$ cat config.mk
export PLATFORM = sky130hd
export DESIGN_NAME = rr_arb_oh
export DESIGN_NICKNAME = d
export VERILOG_FILES = /design/src/rtl/rr_arb_oh.sv
export SDC_FILE = /design/constraint.sdc
export NUM_CORES = 1
export LEC_CHECK = 0
export BUFFER_PORTS_ARGS = -buffer_cell sky130_fd_sc_hd__buf_2
export CORE_MARGIN = 4
export CORE_UTILIZATION = 27
export DETAILED_ROUTE_END_ITERATION = 10
export GPL_TIMING_DRIVEN = 0
export PLACE_DENSITY = 0.78
export SYNTH_ARGS = -nofsm -noshare
export SYNTH_HDL_FRONTEND = slang
export SYNTH_SLANG_ARGS = --single-unit
$ cat constraint.sdc
create_clock -name clk_i -period 1.8 [get_ports clk_i]
set_clock_uncertainty 0.15 [all_clocks]
set_input_delay 0.09 -clock clk_i [delete_from_list [all_inputs] [get_ports clk_i]]
set_output_delay 0.09 -clock clk_i [all_outputs]
set_load 0.01 [all_outputs]
$ cat src/rtl/rr_arb_oh.sv
// ---------------------------------------------------------------------------
// rr_arb_oh
//
// Round-robin arbiter. It merges InputWidth valid/ready request channels onto
// one output channel and sits directly upstream of the one-hot data mux.
// Every cycle it computes a one-hot grant. That grant drives the mux select
// (gnt_oh_o) and the payload AND-OR.
//
// Rotation is fair and work-conserving:
//   - Priority starts at ptr_q and wraps modulo InputWidth.
//   - On every accepted transfer, ptr_q moves to one past the winner.
//
// Configuration macro: RR_ARB_OH_OUTREG_EN
//   undefined : combinational bypass. A grant that is back-pressured
//               (out_valid_o & ~out_ready_i) is locked. It stays locked until
//               the downstream accepts it, and new requests are ignored
//               meanwhile.
//   defined   : a single-entry output register follows the mux.
//               Arbitration runs whenever the register is empty or draining.
//               The grant is consumed in the cycle it is made, so no lock is
//               needed.
//
// Parameters:
//   InputWidth  number of requesters (>= 2)
//   DataWidth   payload width per requester
//
// Ports:
//   clk_i        clock, all state on the rising edge
//   rst_ni       asynchronous active-low reset
//   req_valid_i  per-requester valid
//   req_ready_o  per-requester ready (at most one bit set)
//   req_data_i   per-requester payload
//   gnt_oh_o     one-hot (or zero) grant, mux select
//   gnt_idx_o    binary index of the granted requester, 0 when no grant
//   out_valid_o  merged valid
//   out_ready_i  downstream ready
//   out_data_o   payload of the granted requester
// ---------------------------------------------------------------------------
module rr_arb_oh #(
  parameter int InputWidth = 4,
  parameter int DataWidth  = 32
) (
  input  logic                                 clk_i,
  input  logic                                 rst_ni,
  input  logic [InputWidth-1:0]                req_valid_i,
  output logic [InputWidth-1:0]                req_ready_o,
  input  logic [InputWidth-1:0][DataWidth-1:0] req_data_i,
  output logic [InputWidth-1:0]                gnt_oh_o,
  output logic [$clog2(InputWidth)-1:0]        gnt_idx_o,
  output logic                                 out_valid_o,
  input  logic                                 out_ready_i,
  output logic [DataWidth-1:0]                 out_data_o
);

  localparam int IdxWidth = $clog2(InputWidth);
  localparam logic [IdxWidth-1:0] LastIdx = IdxWidth'(InputWidth - 1);

  logic [IdxWidth-1:0]   ptr_q;
  logic [IdxWidth-1:0]   ptr_d;
  logic [InputWidth-1:0] hi_mask;
  logic [InputWidth-1:0] masked_req;
  logic [InputWidth-1:0] pick_req;
  logic [InputWidth-1:0] cand_oh;
  logic [InputWidth-1:0] gnt_sel;
  logic [IdxWidth-1:0]   gnt_idx;
  logic [DataWidth-1:0]  mux_data;
  logic                  handshake;

  // Round-robin candidate.
  // hi_mask keeps the requesters at or above the pointer. If any of them is
  // valid, the lowest such index wins. Otherwise the search wraps around and
  // the lowest valid index overall wins. Walking the vector downwards and
  // overwriting on every set bit leaves the lowest set bit as the winner.
  always_comb begin
    hi_mask = '0;
    for (int j = 0; j < InputWidth; j++) begin
      hi_mask[j] = (IdxWidth'(j) >= ptr_q);
    end
    masked_req = req_valid_i & hi_mask;
    pick_req   = (|masked_req) ? masked_req : req_valid_i;
    cand_oh    = '0;
    for (int j = InputWidth - 1; j >= 0; j--) begin
      if (pick_req[j]) begin
        cand_oh    = '0;
        cand_oh[j] = 1'b1;
      end
    end
  end

  // The visible grant is forced to zero while reset is asserted. This makes
  // every output that derives from it fall to zero asynchronously, even if
  // requesters keep valid high through the reset.
  always_comb begin
    gnt_oh_o = rst_ni ? gnt_sel : '0;
  end

  // Binary encoding of the one-hot grant. Because at most one bit is set,
  // OR-ing the indices of the set bits yields the index. No grant gives 0.
  always_comb begin
    gnt_idx = '0;
    for (int j = 0; j < InputWidth; j++) begin
      if (gnt_oh_o[j]) begin
        gnt_idx = gnt_idx | IdxWidth'(j);
      end
    end
  end

  assign gnt_idx_o = gnt_idx;

  // One-hot AND-OR payload mux. A zero grant gives all-zero data.
  always_comb begin
    mux_data = '0;
    for (int j = 0; j < InputWidth; j++) begin
      mux_data = mux_data | (req_data_i[j] & {DataWidth{gnt_oh_o[j]}});
    end
  end

  // A transfer is accepted from requester k when its valid meets its ready.
  // Ready is only ever raised on the granted bit, so the winner's index is
  // simply gnt_idx.
  assign handshake = |(req_valid_i & req_ready_o);

  // Next pointer: one past the accepted requester, wrapping after the last
  // index. The pointer holds when nothing is accepted.
  always_comb begin
    ptr_d = ptr_q;
    if (handshake) begin
      ptr_d = (gnt_idx == LastIdx) ? '0 : gnt_idx + IdxWidth'(1);
    end
  end

  // Priority pointer register.
  always_ff @(posedge clk_i or negedge rst_ni) begin
    if (!rst_ni) begin
      ptr_q <= '0;
    end else begin
      ptr_q <= ptr_d;
    end
  end

`ifdef RR_ARB_OH_OUTREG_EN

  logic                 arb_en;
  logic                 out_valid_q;
  logic [DataWidth-1:0] out_data_q;

  // With the output register present, the grant is always the fresh
  // candidate. It is consumed in the cycle it is made, so nothing is locked.
  always_comb begin
    gnt_sel = cand_oh;
  end

  // Arbitration may proceed only when the output register is empty or is
  // being emptied this cycle. Ready to the winner is gated by that condition.
  assign arb_en      = ~out_valid_q | out_ready_i;
  assign req_ready_o = gnt_oh_o & {InputWidth{arb_en}};
  assign out_valid_o = out_valid_q;
  assign out_data_o  = out_data_q;

  // Output register.
  // Whenever it may accept, it captures the mux result, so an idle arbiter
  // loads an invalid, all-zero entry. While stalled it holds its contents.
  always_ff @(posedge clk_i or negedge rst_ni) begin
    if (!rst_ni) begin
      out_valid_q <= 1'b0;
      out_data_q  <= '0;
    end else if (arb_en) begin
      out_valid_q <= |gnt_oh_o;
      out_data_q  <= mux_data;
    end
  end

`ifndef SYNTHESIS
  // A stalled output entry must neither disappear nor change.
  a_outreg_hold : assert property (
    @(posedge clk_i) disable iff (!rst_ni)
    (out_valid_o && !out_ready_i) |=> (out_valid_o && $stable(out_data_o))
  ) else $error("rr_arb_oh: output register changed while stalled");
`endif

`else

  logic                  lock_q;
  logic [InputWidth-1:0] gnt_q;

  // While locked, the stored grant replaces the candidate, so requesters that
  // arrive later cannot steal the slot. The stored grant is masked with valid
  // so that a requester breaking its obligation shows up as a dropped
  // out_valid_o instead of a phantom transfer.
  always_comb begin
    gnt_sel = lock_q ? (gnt_q & req_valid_i) : cand_oh;
  end

  assign out_valid_o = |gnt_oh_o;
  assign req_ready_o = gnt_oh_o & {InputWidth{out_ready_i}};
  assign out_data_o  = mux_data;

  // Lock register.
  // A back-pressured grant is captured and held. The lock is released by the
  // handshake that finally accepts it. Reset discards any pending grant.
  always_ff @(posedge clk_i or negedge rst_ni) begin
    if (!rst_ni) begin
      lock_q <= 1'b0;
      gnt_q  <= '0;
    end else if (out_valid_o && out_ready_i) begin
      lock_q <= 1'b0;
    end else if (out_valid_o) begin
      lock_q <= 1'b1;
      gnt_q  <= gnt_oh_o;
    end
  end

`ifndef SYNTHESIS
  // A requester that is granted but not yet accepted must keep valid high.
  a_locked_valid_held : assert property (
    @(posedge clk_i) disable iff (!rst_ni)
    lock_q |-> (|(req_valid_i & gnt_q))
  ) else $error("rr_arb_oh: locked requester dropped valid");

  // A requester that is granted but not yet accepted must keep its data
  // stable. Seen from the output, the data must not move across a stall.
  a_locked_data_held : assert property (
    @(posedge clk_i) disable iff (!rst_ni)
    (out_valid_o && !out_ready_i) |=> $stable(out_data_o)
  ) else $error("rr_arb_oh: locked requester changed data");
`endif

`endif

`ifndef SYNTHESIS
  // The grant must be one-hot or zero.
  a_gnt_onehot0 : assert property (
    @(posedge clk_i) disable iff (!rst_ni) $onehot0(gnt_oh_o)
  ) else $error("rr_arb_oh: grant not one-hot");

  // Ready may only be raised on the granted requester.
  a_ready_in_grant : assert property (
    @(posedge clk_i) disable iff (!rst_ni) ((req_ready_o & ~gnt_oh_o) == '0)
  ) else $error("rr_arb_oh: ready outside grant");
`endif

endmodule

==> flow_metrics.env <==
export IMPL_antenna_cells=0
export IMPL_period_minus_slack_ns=2.30
export IMPL_fin_tns_setup_ns=-17.63
export IMPL_wirelength_um=7060
export IMPL_critPathMaxFanout=7
export IMPL_synth_seq_cells=7
export IMPL_drt_iter0_markers=153
export IMPL_finalMaxSlewViolations=0
export IMPL_met3_length_um=817
export IMPL_cts_tree="yes"
export IMPL_rows=24
export IMPL_fill_cells=376
export IMPL_end_kind="output port"
export IMPL_cp_slowest_cell="dfrtp_2"
export IMPL_synth_nets=305
export IMPL_dr_pass1_iters=9
export IMPL_seqCellArea_sq_um=179
export IMPL_place_hpwl_um=5180
export IMPL_synth_most_common_cell="nand2_1"
export IMPL_fin_ws_ns=-0.504
export IMPL_tightest_slew_ns=0.519
export IMPL_topRoutingLayerUsed="met5"
export IMPL_ys_warn_count=0
export IMPL_slowest_delay_ns=0.46
export IMPL_synth_flop_cell="dfrtp_1"
export IMPL_dieArea_sq_mm=0.00559
export IMPL_final_area_sq_mm=0.00266
export IMPL_ant_nets=0
export IMPL_p_leak_nw=1.55
export IMPL_synthArstFlopShare_pct=100
export IMPL_power_total_mw=3.29
export IMPL_cts_made_buffers=3
export IMPL_critPathRequiredTime_ns=1.56
export IMPL_violations="negative setup slack"
export IMPL_syn_area_sq_mm=0.00120
export IMPL_clk_latency_ns=0.24
export IMPL_htreeDepth=1
export IMPL_setup_viol=50
export IMPL_gp_congestion=0.747
export IMPL_placed_cell_area_sq_mm=0.00219
export IMPL_antenna_found_initial=2
export IMPL_grt_pass1_wl_um=9510
export IMPL_clk_path_buf_depth=2
export IMPL_port_buffers=177
export IMPL_met2WireLength_um=3430
export IMPL_synth_top_area_share_pct=26.6
export IMPL_syn_avg_cell_area_sq_um=7.07
export IMPL_via_per_inst=5.24
export IMPL_ys_types=34
export IMPL_hp_start="out_ready_i"
export IMPL_crit_family="compound AO/OA/AOI/OAI gates"
export IMPL_nets=516
export IMPL_startpoint_type="flip-flop"
export IMPL_fin_crit_sh_pct=128
export IMPL_startpoint="ptr_q[0]"
export IMPL_maxCapViolations=0
export IMPL_area_growth_pct=121
export IMPL_core_area_sq_mm=0.00432
export IMPL_critPathArrivalTime_ns=2.06
export IMPL_multi_input_area_sq_um=965
export IMPL_initial_core_util_pct=27.8
export IMPL_cts_root_buf="clkbuf_8"
export IMPL_grt_max_degree=11
export IMPL_worstHoldPathType="in2reg"
export IMPL_vias=2265
export IMPL_synth_top_area_cell="a222oi_1"
export IMPL_timing_rr_start="ptr_q[1]"
export IMPL_grt_ovfl_total=0
export IMPL_track_usage_pct=21.9
export IMPL_hold_violations=0
export IMPL_io_pins=178
export IMPL_clkTransAtPathRegs_ns=0.04
export IMPL_drt_met1_wl_um=2660
export IMPL_worst_path_buf_inv=3
export IMPL_grt_pass1_vias=2027
export IMPL_layout_drive_gt1_share_pct=63.4
export IMPL_clkSinkCount=7
export IMPL_syn_inst=170
export IMPL_synth_area_leaders="a222oi_1, nand2_1, dfrtp_1, buf_6, buf_2"
export IMPL_rsz0062_at_grt="yes"
export IMPL_criticalPathCategory="reg2out"
export IMPL_peakVddDrop_uv=851
export IMPL_netlist_top_cells_count="nand2_1, a222oi_1, buf_2"
export IMPL_die_w_um=74.7
export IMPL_max_freq_ghz=0.434
export IMPL_worstPathCellList="nor3b_2, nor2_1, a22o_1, nand3_4, inv_8, buf_6, a222oi_1, nand2_1, buf_2"
export IMPL_die_y_um=74.7
export IMPL_slew_headroom_pct=65.2
export IMPL_drcViolationCount=0
export IMPL_synth_edf_count=0
export IMPL_outcome="complete, but fails checks"
export IMPL_power_density_mw_per_mm2=1240
export IMPL_wl_per_cell_um=16.3
export IMPL_yosysSeqAreaShare_pct=14.6
export IMPL_hold_ws_ns=0.149
layout by cell type, fill, tap and decap left out, types with 2 or more instances in the layout:
master	count
dfrtp_2	3
buf_2	172
buf_8	2
o21ai_1	5
nor3b_2	2
mux2i_1	2
buf_6	25
o31ai_1	2
nor2_1	2
clkbuf_1	2
buf_4	17
inv_8	2
inv_1	4
dfrtp_1	4
a222oi_1	32
a21oi_1	3
clkbuf_8	3
nor3_1	2
a22o_1	2
nand2_1	67
per-stage QoR:
step	setup WS [ns]	std cells	util [%]
2_1_floorplan	-0.0602	170	-
3_3_place_gp	-0.361	399	50.6
3_5_place_dp	-0.358	399	50.6
4_1_cts	-0.493	422	58.6
5_1_grt	-0.624	432	61.5
6_report	-0.504	432	61.5
registers in the layout, summed over array words and instances, names as in the netlist:
| signal | count |
|---|---|
| gnt_q | 4 |
| lock_q | 1 |
| ptr_q | 2 |
final timing paths:
path	to	slack (ns)	depth (start not counted)
setup / recovery	out_data_o[25]	-0.50	9
hold / removal	gnt_q[0]	0.15	4
setup reg to reg	ptr_q[1]	-0.27	7
hold reg to reg	gnt_q[3]	0.37	1
max in group asynchronous	ptr_q[1]	0.93	2
min in group asynchronous	gnt_q[2]	0.27	2
area by class of cell:
cell class / instances / share of cell area [%]
repair buffers: 206 / 45.5
multi-input cells: 142 / 36.3
flip-flops and latches: 7 / 6.73
plain buffers: 15 / 5.97
well taps: 52 / 2.45
clock buffers: 4 / 1.69
inverters: 6 / 1.41
where the power goes:
part	internal, mW	total (mW)	switching [mW]
combinational	1.41	2.71	1.30
clock	0.154	0.235	0.0803
sequential	0.243	0.344	0.101
total	1.80	3.29	1.48
per-layer routing:
layer / vias up / track usage (%)
met5: - / 0
met4: 4 / 7.71
met3: 18 / 7.08
met2: 143 / 37.6
met1: 1009 / 25.5
li1: 1091 / -
cell families after synthesis:
group	count (synthesis)	share of synthesized area [%]
flops	7	14.6
xor+xnor	1	0.729
simple gates	85	31.1
mux	2	1.66
compound gates	54	41.3
buf+inv	21	10.6
worst register-to-register path, cell delays in order (launching register included):
cell and delay (ns):
dfrtp_2 0.45, buf_4 0.16, a2111oi_4 0.39, nor2_4 0.13
buf_4 0.17, buf_6 0.11, xor2_1 0.15, a32o_1 0.25
what timing repair did:
action / in CTS / in global routing
pin swaps: 13 / 20
endpoints found under the setup margin: 49 / 50
gates cloned: 2 / 0
setup buffers: 21 / 10
endpoints found under the hold margin: 7 / 0
hold buffers: 1 / 0
gates resized for setup: 31 / 15
Power figures use the tool's default switching activity.
